<file path="config.mk">
export PLATFORM = sky130hd
export DESIGN_NAME = time_display_scanner
export DESIGN_NICKNAME = d
export VERILOG_FILES = /design/src/rtl/time_display_pkg.sv /design/src/rtl/bin2bcd6_seq.sv /design/src/rtl/time_display_scanner.sv
export SDC_FILE = /design/constraint.sdc
export NUM_CORES = 1
export LEC_CHECK = 0
export CAP_MARGIN = 40
export CORE_MARGIN = 5
export CORE_UTILIZATION = 58
export DETAILED_ROUTE_END_ITERATION = 7
export MAX_ROUTING_LAYER = met4
export PLACE_DENSITY_LB_ADDON = 0.12
export SLEW_MARGIN = 10
export SYNTH_ARGS = -nofsm -noshare
export SYNTH_HDL_FRONTEND = slang
export SYNTH_SLANG_ARGS = --single-unit
</file>
<file path="constraint.sdc">
create_clock -name clk -period 3.4 [get_ports clk]
set_input_delay 0.34 -clock clk [delete_from_list [all_inputs] [get_ports clk]]
set_output_delay 0.34 -clock clk [all_outputs]
set_load 0.01 [all_outputs]
</file>
<file path="src/rtl/time_display_pkg.sv">
// Shared definitions for the MM.SS display scanner: digit indices, FSM states,
// the BCD pair type and the 7-segment encoder.
package time_display_pkg;

  localparam logic [1:0] DIG_SEC_U = 2'd0;
  localparam logic [1:0] DIG_SEC_T = 2'd1;
  localparam logic [1:0] DIG_MIN_U = 2'd2;
  localparam logic [1:0] DIG_MIN_T = 2'd3;

  typedef enum logic [1:0] {
    ST_IDLE   = 2'd0,
    ST_CONV_M = 2'd1,
    ST_CONV_S = 2'd2
  } scan_state_t;

  typedef struct packed {
    logic [3:0] tens;
    logic [3:0] units;
  } bcd_pair_t;

  // Active-high gfedcba pattern; codes 10-15 are dark.
  function automatic logic [6:0] seg_encode(input logic [3:0] bcd);
    logic [6:0] pat;
    case (bcd)
      4'd0:    pat = 7'h3F;
      4'd1:    pat = 7'h06;
      4'd2:    pat = 7'h5B;
      4'd3:    pat = 7'h4F;
      4'd4:    pat = 7'h66;
      4'd5:    pat = 7'h6D;
      4'd6:    pat = 7'h7D;
      4'd7:    pat = 7'h07;
      4'd8:    pat = 7'h7F;
      4'd9:    pat = 7'h6F;
      default: pat = 7'h00;
    endcase
    return pat;
  endfunction

endpackage

</file>
<file path="src/rtl/bin2bcd6_seq.sv">
// Sequential double-dabble: 6-bit binary to two BCD digits in 6 iterations.
// done pulses 7 cycles after an accepted start; results hold until the next done.
module bin2bcd6_seq (
  input  logic       clk,
  input  logic       rst,
  input  logic       start,
  input  logic [5:0] bin,
  output logic       busy,
  output logic       done,
  output logic [3:0] tens,
  output logic [3:0] units
);

  // Shift register layout: {tens[3:0], units[3:0], remaining binary[5:0]}
  logic [13:0] r_shift;
  logic [2:0]  r_iter;
  logic        r_busy;
  logic        r_done;
  logic [3:0]  r_tens;
  logic [3:0]  r_units;
  logic [13:0] w_adj;
  logic [13:0] w_shifted;

  always_comb begin
    w_adj = r_shift;
    if (r_shift[13:10] >= 4'd5) w_adj[13:10] = r_shift[13:10] + 4'd3;
    if (r_shift[9:6] >= 4'd5)   w_adj[9:6]   = r_shift[9:6] + 4'd3;
    w_shifted = {w_adj[12:0], 1'b0};
  end

  always_ff @(posedge clk) begin
    if (rst) begin
      r_shift <= '0;
      r_iter  <= '0;
      r_busy  <= 1'b0;
      r_done  <= 1'b0;
      r_tens  <= '0;
      r_units <= '0;
    end else begin
      r_done <= 1'b0;
      if (r_busy) begin
        r_shift <= w_shifted;
        r_iter  <= r_iter + 3'd1;
        if (r_iter == 3'd5) begin
          r_busy  <= 1'b0;
          r_done  <= 1'b1;
          r_tens  <= w_shifted[13:10];
          r_units <= w_shifted[9:6];
        end
      end else if (start) begin
        r_shift <= {8'd0, bin};
        r_iter  <= '0;
        r_busy  <= 1'b1;
      end
    end
  end

  assign busy  = r_busy;
  assign done  = r_done;
  assign tens  = r_tens;
  assign units = r_units;

endmodule

</file>
<file path="src/rtl/time_display_scanner.sv">
// Drives a 4-digit multiplexed 7-segment display as MM.SS from binary counters.
// Values are snapshotted and converted during the last slot and committed at frame start.
module time_display_scanner
  import time_display_pkg::*;
#(
  parameter int REFRESH_DIV = 50000,
  parameter bit ACTIVE_LOW  = 1'b1
) (
  input  logic       clk,
  input  logic       rst,
  input  logic [5:0] minutes,
  input  logic [5:0] seconds,
  input  logic       blank,
  output logic [3:0] an,
  output logic [6:0] seg,
  output logic       dp
);

  localparam int               DIV_W    = (REFRESH_DIV > 1) ? $clog2(REFRESH_DIV) : 1;
  localparam logic [DIV_W-1:0] DIV_LAST = DIV_W'(REFRESH_DIV - 1);

  logic [DIV_W-1:0] r_div_cnt;
  logic [1:0]       r_digit;
  logic             r_init;
  logic             w_tick;
  logic             w_launch;
  logic             w_commit;

  scan_state_t r_state;
  scan_state_t w_state_next;
  logic        r_conv_start;
  logic        w_conv_start_next;
  logic [5:0]  r_snap_m;
  logic [5:0]  r_snap_s;
  logic [5:0]  w_conv_bin;
  logic        w_conv_busy;
  logic        w_conv_done;
  logic [3:0]  w_conv_tens;
  logic [3:0]  w_conv_units;

  bcd_pair_t r_pend_m;
  bcd_pair_t r_pend_s;
  logic      r_pending_ok;
  bcd_pair_t r_disp_m;
  bcd_pair_t r_disp_s;
  logic      r_valid;

  logic [1:0] w_digit_next;
  bcd_pair_t  w_disp_m_next;
  bcd_pair_t  w_disp_s_next;
  logic       w_valid_next;
  logic [3:0] w_bcd;
  logic [3:0] w_an_act;
  logic [6:0] w_seg_act;
  logic       w_dp_act;
  logic [3:0] r_an;
  logic [6:0] r_seg;
  logic       r_dp;

  assign w_tick   = (r_div_cnt == DIV_LAST);
  // r_init is high only on the first cycle after reset release
  assign w_launch = r_init || (w_tick && (r_digit == DIG_MIN_U));
  assign w_commit = w_tick && (r_digit == DIG_MIN_T) && r_pending_ok;

  always_ff @(posedge clk) begin
    if (rst) begin
      r_div_cnt <= '0;
      r_digit   <= DIG_MIN_T;
      r_init    <= 1'b1;
    end else begin
      r_div_cnt <= w_tick ? '0 : r_div_cnt + DIV_W'(1);
      r_digit   <= w_digit_next;
      r_init    <= 1'b0;
    end
  end

  always_comb begin
    w_state_next      = r_state;
    w_conv_start_next = 1'b0;
    case (r_state)
      ST_IDLE: begin
        if (w_launch && !w_conv_busy) begin
          w_state_next      = ST_CONV_M;
          w_conv_start_next = 1'b1;
        end
      end
      ST_CONV_M: begin
        if (w_conv_done) begin
          w_state_next      = ST_CONV_S;
          w_conv_start_next = 1'b1;
        end
      end
      ST_CONV_S: begin
        if (w_conv_done) w_state_next = ST_IDLE;
      end
      default: w_state_next = ST_IDLE;
    endcase
  end

  always_ff @(posedge clk) begin
    if (rst) begin
      r_state      <= ST_IDLE;
      r_conv_start <= 1'b0;
      r_snap_m     <= '0;
      r_snap_s     <= '0;
      r_pend_m     <= '0;
      r_pend_s     <= '0;
      r_pending_ok <= 1'b0;
      r_disp_m     <= '0;
      r_disp_s     <= '0;
      r_valid      <= 1'b0;
    end else begin
      r_state      <= w_state_next;
      r_conv_start <= w_conv_start_next;
      if ((r_state == ST_IDLE) && w_launch) begin
        r_snap_m <= minutes;
        r_snap_s <= seconds;
      end
      if ((r_state == ST_CONV_M) && w_conv_done) r_pend_m <= {w_conv_tens, w_conv_units};
      if ((r_state == ST_CONV_S) && w_conv_done) begin
        r_pend_s     <= {w_conv_tens, w_conv_units};
        r_pending_ok <= 1'b1;
      end else if (w_commit) begin
        r_pending_ok <= 1'b0;
      end
      r_disp_m <= w_disp_m_next;
      r_disp_s <= w_disp_s_next;
      r_valid  <= w_valid_next;
    end
  end

  assign w_conv_bin = (r_state == ST_CONV_S) ? r_snap_s : r_snap_m;

  bin2bcd6_seq u_conv (
    .clk   (clk),
    .rst   (rst),
    .start (r_conv_start),
    .bin   (w_conv_bin),
    .busy  (w_conv_busy),
    .done  (w_conv_done),
    .tens  (w_conv_tens),
    .units (w_conv_units)
  );

  // Outputs are built from next-state values so the new digit appears right after tick
  assign w_digit_next  = w_tick ? r_digit + 2'd1 : r_digit;
  assign w_disp_m_next = w_commit ? r_pend_m : r_disp_m;
  assign w_disp_s_next = w_commit ? r_pend_s : r_disp_s;
  assign w_valid_next  = r_valid | w_commit;

  always_comb begin
    w_bcd = 4'd0;
    case (w_digit_next)
      DIG_SEC_U: w_bcd = w_disp_s_next.units;
      DIG_SEC_T: w_bcd = w_disp_s_next.tens;
      DIG_MIN_U: w_bcd = w_disp_m_next.units;
      DIG_MIN_T: w_bcd = w_disp_m_next.tens;
      default:   w_bcd = 4'd0;
    endcase
    w_an_act  = 4'b0001 << w_digit_next;
    w_seg_act = seg_encode(w_bcd);
    w_dp_act  = (w_digit_next == DIG_MIN_U);
    if (!w_valid_next || blank) begin
      w_an_act  = 4'b0000;
      w_seg_act = 7'h00;
      w_dp_act  = 1'b0;
    end
  end

  always_ff @(posedge clk) begin
    if (rst) begin
      r_an  <= {4{ACTIVE_LOW}};
      r_seg <= {7{ACTIVE_LOW}};
      r_dp  <= ACTIVE_LOW;
    end else begin
      r_an  <= w_an_act ^ {4{ACTIVE_LOW}};
      r_seg <= w_seg_act ^ {7{ACTIVE_LOW}};
      r_dp  <= w_dp_act ^ ACTIVE_LOW;
    end
  end

  assign an  = r_an;
  assign seg = r_seg;
  assign dp  = r_dp;

endmodule

</file>
=== Yosys cells after proc, flatten, opt, wreduce, memory -nomap -nowiden ===
Memories as Yosys holds them, arrays and structs flattened.
Index checks and enable logic that the tools add are counted.

* Register bits: 107
* ROM bits: 112
* Bits of input ports: 15
* Output and inout bits: 12
* Logic and storage cells: 101
* Memories kept: 1

{| class="wikitable"
|+ Memories
! memory !! words !! width !! rd ports !! clocked after Yosys merged registers in !! write ports !! RTL line !! RTL
|-
| (name not given) || 16 || 7 || 1 || 0 || 0 || time_display_pkg.sv:24 || <nowiki>case (bcd)</nowiki>
|}

* Add/sub/neg operators: 5
* Magnitude comparators: 2
* Eq/ne operators: 12
* Shift operators: 1
* Mux-type cells: 28
* Bitwise logic cells: 5
* Reductions and logical operators: 20

{| class="wikitable"
|+ Operator list
! operator !! number
|-
| 14-bit two-way mux || 2
|-
| 16-bit by 1-bit adder with 16-bit output, second input constant || 1
|-
| 16-bit equality test, second input constant || 1
|-
| 8-bit two-way mux || 2
|-
| 4-bit case mux with 4 select lines || 1
|-
| 2-bit equality test, second input constant || 5
|-
| 1-bit two-way mux || 10
|-
| 3-bit two-way mux || 3
|-
| 4-bit by 3-bit >= comparator with 1-bit output, second input constant || 2
|-
| 2-bit two-way mux || 4
|-
| 4-bit two-way mux || 2
|-
| 1-bit logical AND || 7
|-
| 7-bit two-way mux || 1
|-
| 7-bit inverter || 1
|-
| 6-bit two-way mux || 1
|-
| 2-bit case mux with 3 select lines || 1
|-
| 2-bit OR reduction || 3
|-
| 4-bit by 2-bit adder with 4-bit output, second input constant || 1
|-
| 2-bit by 1-bit equality test with 1-bit output, second input constant || 2
|-
| 2-bit logical NOT || 2
|-
| 2-bit by 1-bit inequality test with 1-bit output, second input constant || 2
|-
| 4-bit inverter || 1
|-
| 2-bit nonzero test || 2
|-
| 1-bit by 2-bit << shifter with 4-bit output, first input constant || 1
|-
| 12 further kinds || 15
|}

=== Logic depth before layout (Yosys ltp) ===
Gate-level depths: netlist of run 1.

* Word-level depth: 8
* Mapped depth: 15
* Gate-level depth less buffers: 12

=== By module ===
Synthesis of run 1 repeated with hierarchy kept, for this count alone.

* Cells, all modules: 458
* Area, all modules: 4660.7 um^2

{| class="wikitable"
|+ By module, submodules not included
! module !! instances !! cells an instance !! area an instance (um^2) !! seq. area each (um^2)
|-
| time_display_scanner || 1 || 323 || 3434.5 || 1581.5
|-
| bin2bcd6_seq || 1 || 135 || 1226.2 || 540.5
|}

=== Least setup slack after synthesis of run 1 ===
No wires, ideal clock.

* Kind: register -> register
* Start point: register r_div_cnt[0]
* End point: register r_seg[4] (netlist: seg[4])
* Library setup time: 78 ps
* Data arrival time: 2610 ps
* Required time: 3322 ps
* Setup slack: 712 ps
* Cell stages (with the launch flop): 15
* Path buffers: 3
* Period minus slack after synthesis: 2688 ps
* Cells stage by stage: dfxtp_1 ha_1 and3_1 buf_2 and4_1 buf_6 xnor2_1 nor2_1 a22oi_1 and3_1 clkbuf_1 inv_1 ha_1 mux2_2 a32oi_1

* Longest elaborated chain between the ends: 8
* Elaborated cells between the ends (all ways): 17
* Those cells by class: eq/ne: 4; mux: 5; bitwise: 2; reduce/logical: 5; memory: 1

{| class="wikitable"
|+ RTL lines
! element !! RTL line !! RTL
|-
| start: declaration || time_display_scanner.sv:22 || <nowiki>logic [DIV_W-1:0] r_div_cnt;</nowiki>
|-
| start signal: assignment || time_display_scanner.sv:71 || <nowiki>r_div_cnt <= w_tick ? '0 : r_div_cnt + DIV_W'(1);</nowiki>
|-
| 16-bit equality test * || time_display_scanner.sv:60 || <nowiki>assign w_tick = (r_div_cnt == DIV_LAST);</nowiki>
|-
| 1-bit logical AND (2 in series) || time_display_scanner.sv:63 || <nowiki>assign w_commit = w_tick && (r_digit == DIG_MIN_T) && r_pending_ok;</nowiki>
|-
| 8-bit two-way mux, or another cell as far along || time_display_scanner.sv:147 || <nowiki>assign w_disp_m_next = w_commit ? r_pend_m : r_disp_m;</nowiki>
|-
| 4-bit case mux with 4 select lines or 1-bit logical NOT (tied branches) || time_display_scanner.sv:153, time_display_scanner.sv:163 ||
|-
| memory read 16 x 7 bit or 1-bit logical OR (tied branches) || - ||
|-
| 7-bit two-way mux * || time_display_scanner.sv:163 || <nowiki>if (!w_valid_next || blank) begin</nowiki>
|-
| 7-bit inverter (no line) * || - ||
|-
| end signal: assignment || time_display_scanner.sv:173 || <nowiki>r_seg <= {7{ACTIVE_LOW}};</nowiki>
|-
| end signal: assignment || time_display_scanner.sv:177 || <nowiki>r_seg <= w_seg_act ^ {7{ACTIVE_LOW}};</nowiki>
|-
| end: declaration || time_display_scanner.sv:57 || <nowiki>logic [6:0] r_seg;</nowiki>
|}

Mark *: on every way between the ends. The rest lies on a longest branch, timed or not.
A chain may end at the register's enable or synchronous reset.

=== Worst setup path after layout of run 1 ===
Ends and elaborated chain as after synthesis.

==> results of run 1 <==
-- power groups by stage --
stage               Combinational, mW  Clock [mW]  Sequential [mW]
CTS                             0.107       0.791             1.28
floorplan                      0.0806           0             1.30
detailed placement              0.107           0             1.31
finish                          0.106       0.767             1.28
global placement                0.103           0             1.31
global route                    0.120       0.845             1.29
-- state kept, by name, summed over array words and instances (netlist names), named ones only --
register and cells:
r_div_cnt 16, u_conv.r_shift 14, r_disp_m 8, r_pend_m 8
r_pend_s 8, r_disp_s 7, seg 7, r_snap_m 6
r_snap_s 6, an 4, u_conv.tens 4, u_conv.units 4
u_conv.r_iter 3, r_digit 2, r_state 2, r_conv_start 1
r_init 1, r_pending_ok 1, r_valid 1, u_conv.busy 1
u_conv.done 1
-- metal layers --
metal / global-route usage / vias up / wire length, um
li1: - / 1633 / -
met1: 0.219 / 1481 / 3620
met2: 0.297 / 47 / 3800
met3: 0.0503 / 4 / 313
met4: 0.0469 / 0 / 51
met5: - / - / 0
-- kinds of logic after synthesis --
| group | synth area share |
|---|---|
| buffers and inverters | 0.0416 |
| and+or+nand+nor | 0.184 |
| xor gates and xnor gates | 0.0277 |
| muxes | 0.132 |
| AOI/OAI and AO/OA | 0.0954 |
| adders and majority gates | 0.0396 |
| DFF | 0.480 |
-- timing repair --
item,in CTS,in global routing
resized for setup,0,1
buffers inserted,0,0
endpoints found under the setup margin,0,1
-- layout make-up --
cell class / instances / area share
clock buffer: 9 / 0.0252
clock inverter: 7 / 0.0158
inverter: 14 / 0.0107
multi-input combinational: 319 / 0.432
sequential: 106 / 0.432
tap: 99 / 0.0252
timing repair buffer: 30 / 0.0581
-- stage by stage --
step	instances	utilization
final	584	0.669
after global routing	584	0.669
after CTS	584	0.669
after detailed placement	568	0.642
after global placement	568	0.642
after floorplan	464	-
-- how the worst max path moves through the flow --
stage | from | to | depth (start not counted)
6_report | r_div_cnt[0] | seg[4] | 11
3_3_place_gp | r_div_cnt[0] | seg[4] | 11
3_5_place_dp | r_div_cnt[0] | seg[4] | 11
4_1_cts | r_div_cnt[0] | seg[4] | 11
2_1_floorplan | r_div_cnt[0] | seg[4] | 14
5_1_grt | r_div_cnt[0] | seg[4] | 11
-- layout by cell type (no fill, tap or decap), types with 6 or more instances in the layout --
cell             netlist  final
nor3b_1                7      7
clkdlybuf4s50_1        0     25
xor2_1                 7      7
xnor2_1                7      7
nor2_1                84     84
a22o_1                 6      6
or3_1                  6      6
a21oi_1               32     32
nand2b_1               8      8
clkbuf_8               0      9
ha_1                  14     14
mux2i_1               56     56
o21ai_0               13     13
inv_1                 14     14
nand2_1               18     18
dfxtp_1              106    106
nand3_1                8      8
==> results.cfg, run 1 <==
[timing]
final-setup-viol-count = 0
worst_pin_slew_ps = 777
holdWs_ps = 458
clock.fmax_ghz = 0.331
slew_headroom = 0.480
period_share = 0.888
min_period_ps = 3020
finalHoldViolCount = 0
fin_setup_tns_ps = 0
rsz0062_at_grt = no
worst_slack_ps = 379
skew_ps = 14.8
slew_violations = 0

[worst_setup_path]
required_ps = 3700
crit_fanout = 16
path_delay_family = simple AND/OR/NAND/NOR gates
startpoint_type = register
r2r_start = r_div_cnt[0]
endpoint_kind = register
worstPathArrival_ps = 3320
critPathKind = reg2reg
cp_num_buf_inv = 1
crit_slowest_cell = and4_1
reg2reg_to = seg[4]
path_cells = ha_1 -> and3_1 -> and4_1 -> nand3_4 -> mux2i_1 -> a22oi_1 -> and3_2 -> inv_1 -> ha_1 -> mux2_2 -> a32oi_1
path_common_cell = ha_1
rrSetupSlack_ps = 380
cpPeakStageDelay_ps = 400
rr_worst_depth = 11

[cts]
clkLatencyLatePin_ps = 370
cts_tree = done
htree_levels = 3
numCtsBuffers = 9
cts_hold_buffers = 0
root_buffer = clkbuf_8
clkTransAtPathRegs_ps = 100
cts_buffer_depth = 2
clock-sinks = 106

[power_and_ir_drop]
intPower_mw = 1.66
p_leak_nw = 2.16
clkPwrFrac = 0.356
irDropWorstVdd_mv = 0.282
p_per_area_nw_per_um2 = 439
finalPower_mw = 2.16
swShare = 0.230
combPwrFrac = 0.049
power.switching_mw = 0.497
seq_power_share = 0.595

[logic_synthesis]
synth_edf_count = 0
syn_area_um2 = 4420
synthTopCellsByArea = dfxtp_1 (48%), mux2i_1 (13%), nor2_1 (7.1%)
ys_seq_area_frac = 0.480
synth.ff_latch_count = 106
avgSynthCellArea_um2 = 9.53
synth_top_area_share = 0.480
post-synth-top-area-cell = dfxtp_1
netlist_top_cells_count = dfxtp_1 (106), nor2_1 (84), mux2i_1 (56)
synth.distinct_cells = 48
syn_inst = 464
async_flop_share = 0
syn-num-nets = 493
yosysWarnings = 0
ys.flop_type = dfxtp_1
yosys.cell_count.top_type = dfxtp_1

[global_routing]
grt_max_degree = 44
grt_pass1_wl_um = 13900
grt_overflow = 0
grt_pass1_vias = 3032
grt_usage = 0.180
antenna_found_initial = 0

[drt]
wire_per_inst_um = 13.3
drt_iter0_drc = 114
firstDrtPassIters = 4
ant_nets = 0
via_count = 3165
routed_wirelength_um = 7790
vias_per_cell = 5.42
drc_errors = 0

[placement]
dp_slack_ps = 339
gp_congestion = 0.829
place_hpwl_um = 5580
placed_area_um2 = 4700
numPortBuffers = 26

[cells_and_area]
layout.nets = 509
design_area_um2 = 4910
multi_input_area_um2 = 2120
fillers = 579
antenna_cells = 0
seq_area_um2 = 2120
drive_above_1_share = 0.0680
syn_to_final_growth_pct = 11.0

[floorplanning]
die_w_um = 97.3
ios = 27
core_area_um2 = 7330
rows = 31
design.die.area_um2 = 9470
start_util = 0.603
die_y_um = 97.3

[job]
cap_violations = 0

[min_path]
holdCritPathClass = reg2reg
hp-start = r_div_cnt[0]
min_to = r_div_cnt[0]
min_path_cells = 1

[run_status]
status = complete, no violations
Power figures use the tool's default switching activity.
==> run 2, diff against run 1 <==
- CORE_ASPECT_RATIO: not set -> 0.6
==> run 2 against run 1 <==
Against the previous run:
- total power up 7.9%
- global-route usage rose by 1.6 points
- clock skew fell by 9.4 ps
- register-to-register slack worse by 98 ps
- final cell count rose by 0.51%
- first-iteration DRC count increased by 110%
- via count is 1.5% higher
- non-clock buffer count stayed put
- highest routed layer unchanged
==> results.cfg, run 2 (synthesized netlist as in run 1, its figures left out) <==
[timing]
min_period_ps = 3120
worst_slack_ps = 281
finalHoldViolCount = 0
final-setup-viol-count = 0
skew_ps = 5.35
worst_pin_slew_ps = 847
clock.fmax_ghz = 0.321
fin_setup_tns_ps = 0
slew_headroom = 0.433
rsz0062_at_grt = no
holdWs_ps = 443
period_share = 0.917
slew_violations = 0

[power_and_ir_drop]
p_leak_nw = 2.18
p_per_area_nw_per_um2 = 468
clkPwrFrac = 0.401
combPwrFrac = 0.047
intPower_mw = 1.82
swShare = 0.216
power.switching_mw = 0.502
seq_power_share = 0.552
irDropWorstVdd_mv = 0.334

[cts]
post_cts_buffers = 0
cts_hold_buffers = 0
cts_buffer_depth = 2
clock-sinks = 106
htree_levels = 3
clkLatencyLatePin_ps = 340
cts_tree = done
cts_resized = 0
clkTransAtPathRegs_ps = 60
numCtsBuffers = 9
root_buffer = clkbuf_16

[global_routing]
grt_overflow = 0
grt_usage = 0.196
grt_max_degree = 37
grt_pass1_wl_um = 14400
antenna_found_initial = 0
grt_pass1_vias = 2865

[cells_and_area]
drive_above_1_share = 0.0580
stdcell_count = 587
final_common_cell = dfxtp_1
largest-register = r_div_cnt
antenna_cells = 0
final_cell_mix = dfxtp_1 (106), nor2_1 (84), mux2i_1 (56)
layout.nets = 509
fin_util = 0.679
syn_to_final_growth_pct = 12.5
reg.largest.list = r_div_cnt: 16 flops, u_conv.r_shift: 14 flops
largest_register_ffs = 16

[floorplanning]
ios = 27
die_y_um = 77.6
rows = 24
core_area_um2 = 7330
die_w_um = 123
start_util = 0.603
design.die.area_um2 = 9530

[worst_setup_path]
critPathKind = reg2reg
startpoint_type = register
endpoint_kind = register
crit_start = r_div_cnt[0]
r2r_start = r_div_cnt[0]
worstPathArrival_ps = 3380
crit_fanout = 16
required_ps = 3660

[placement]
dp_slack_ps = 294
dpl.cell_count = 573
numPortBuffers = 26
place_hpwl_um = 6220
gp_congestion = 0.844

[drt]
ant_nets = 0
wire_per_inst_um = 14.8
vias_per_cell = 5.47
drc_errors = 0
firstDrtPassIters = 5
routed_wirelength_um = 8660
drt_iter0_drc = 236
via_count = 3212

[min_path]
hp-start = r_div_cnt[0]
holdCritPathClass = reg2reg

[run_status]
status = complete, no violations

[job]
cap_violations = 0
==> run 2: changes by cell type in the layout (fill, tap and decap cells not counted), sizes merged <==
| cell | change |
|---|---|
| clkbuf | +3 |
| bufinv | -1 |
| clkinv | -4 |
| clkinvlp | +1 |
| inv | -1 |
==> run 2: critical path, stage by stage (launching register included) <==
cell,delay [ps]
dfxtp_1,350
ha_1,190
and3_1,280
and4_1,400
nand3_4,300
mux2i_1,210
a22oi_1,180
and3_1,330
inv_1,130
ha_1,220
mux2_2,270
a32oi_1,170
==> run 2: power groups by stage <==
stage	Clock, mW	Sequential (mW)	Combinational, mW
after floorplan	0	1.30	0.0806
after global placement	0	1.31	0.107
after detailed placement	0	1.31	0.110
after CTS	0.951	1.28	0.111
after global routing	1.01	1.29	0.123
final	0.933	1.28	0.110
==> run 2: final cells by class <==
cell class              count  area [um2]
fillers                   615        2350
flip-flops and latches    106        2120
well taps                 104         130
repair buffers             30         285
clock buffers              12         246
inverters                  14        52.6
multi-input cells         319        2120
clock inverters             2        15.0
==> run 2: stage by stage <==
stage	total power, mW	cell area, um2
floorplan	1.38	4420
global placement	1.42	4710
detailed placement	1.42	4710
CTS	2.35	4970
global route	2.42	4970
finish	2.33	4970
==> run 2: worst paths after layout <==
check        slack (ps)      endpoint  cells past startpoint
max                 280        seg[4]                     11
min                 440  r_div_cnt[0]                      1
max reg2reg         280        seg[4]                     11
min reg2reg         440  r_div_cnt[0]                      1
==> run 2: layer usage <==
layer	track usage	vias up	wire length, um
li1	-	1619	-
met1	0.293	1517	4720
met2	0.250	69	3380
met3	0.0581	7	485
met4	0.0559	0	78
met5	-	-	0
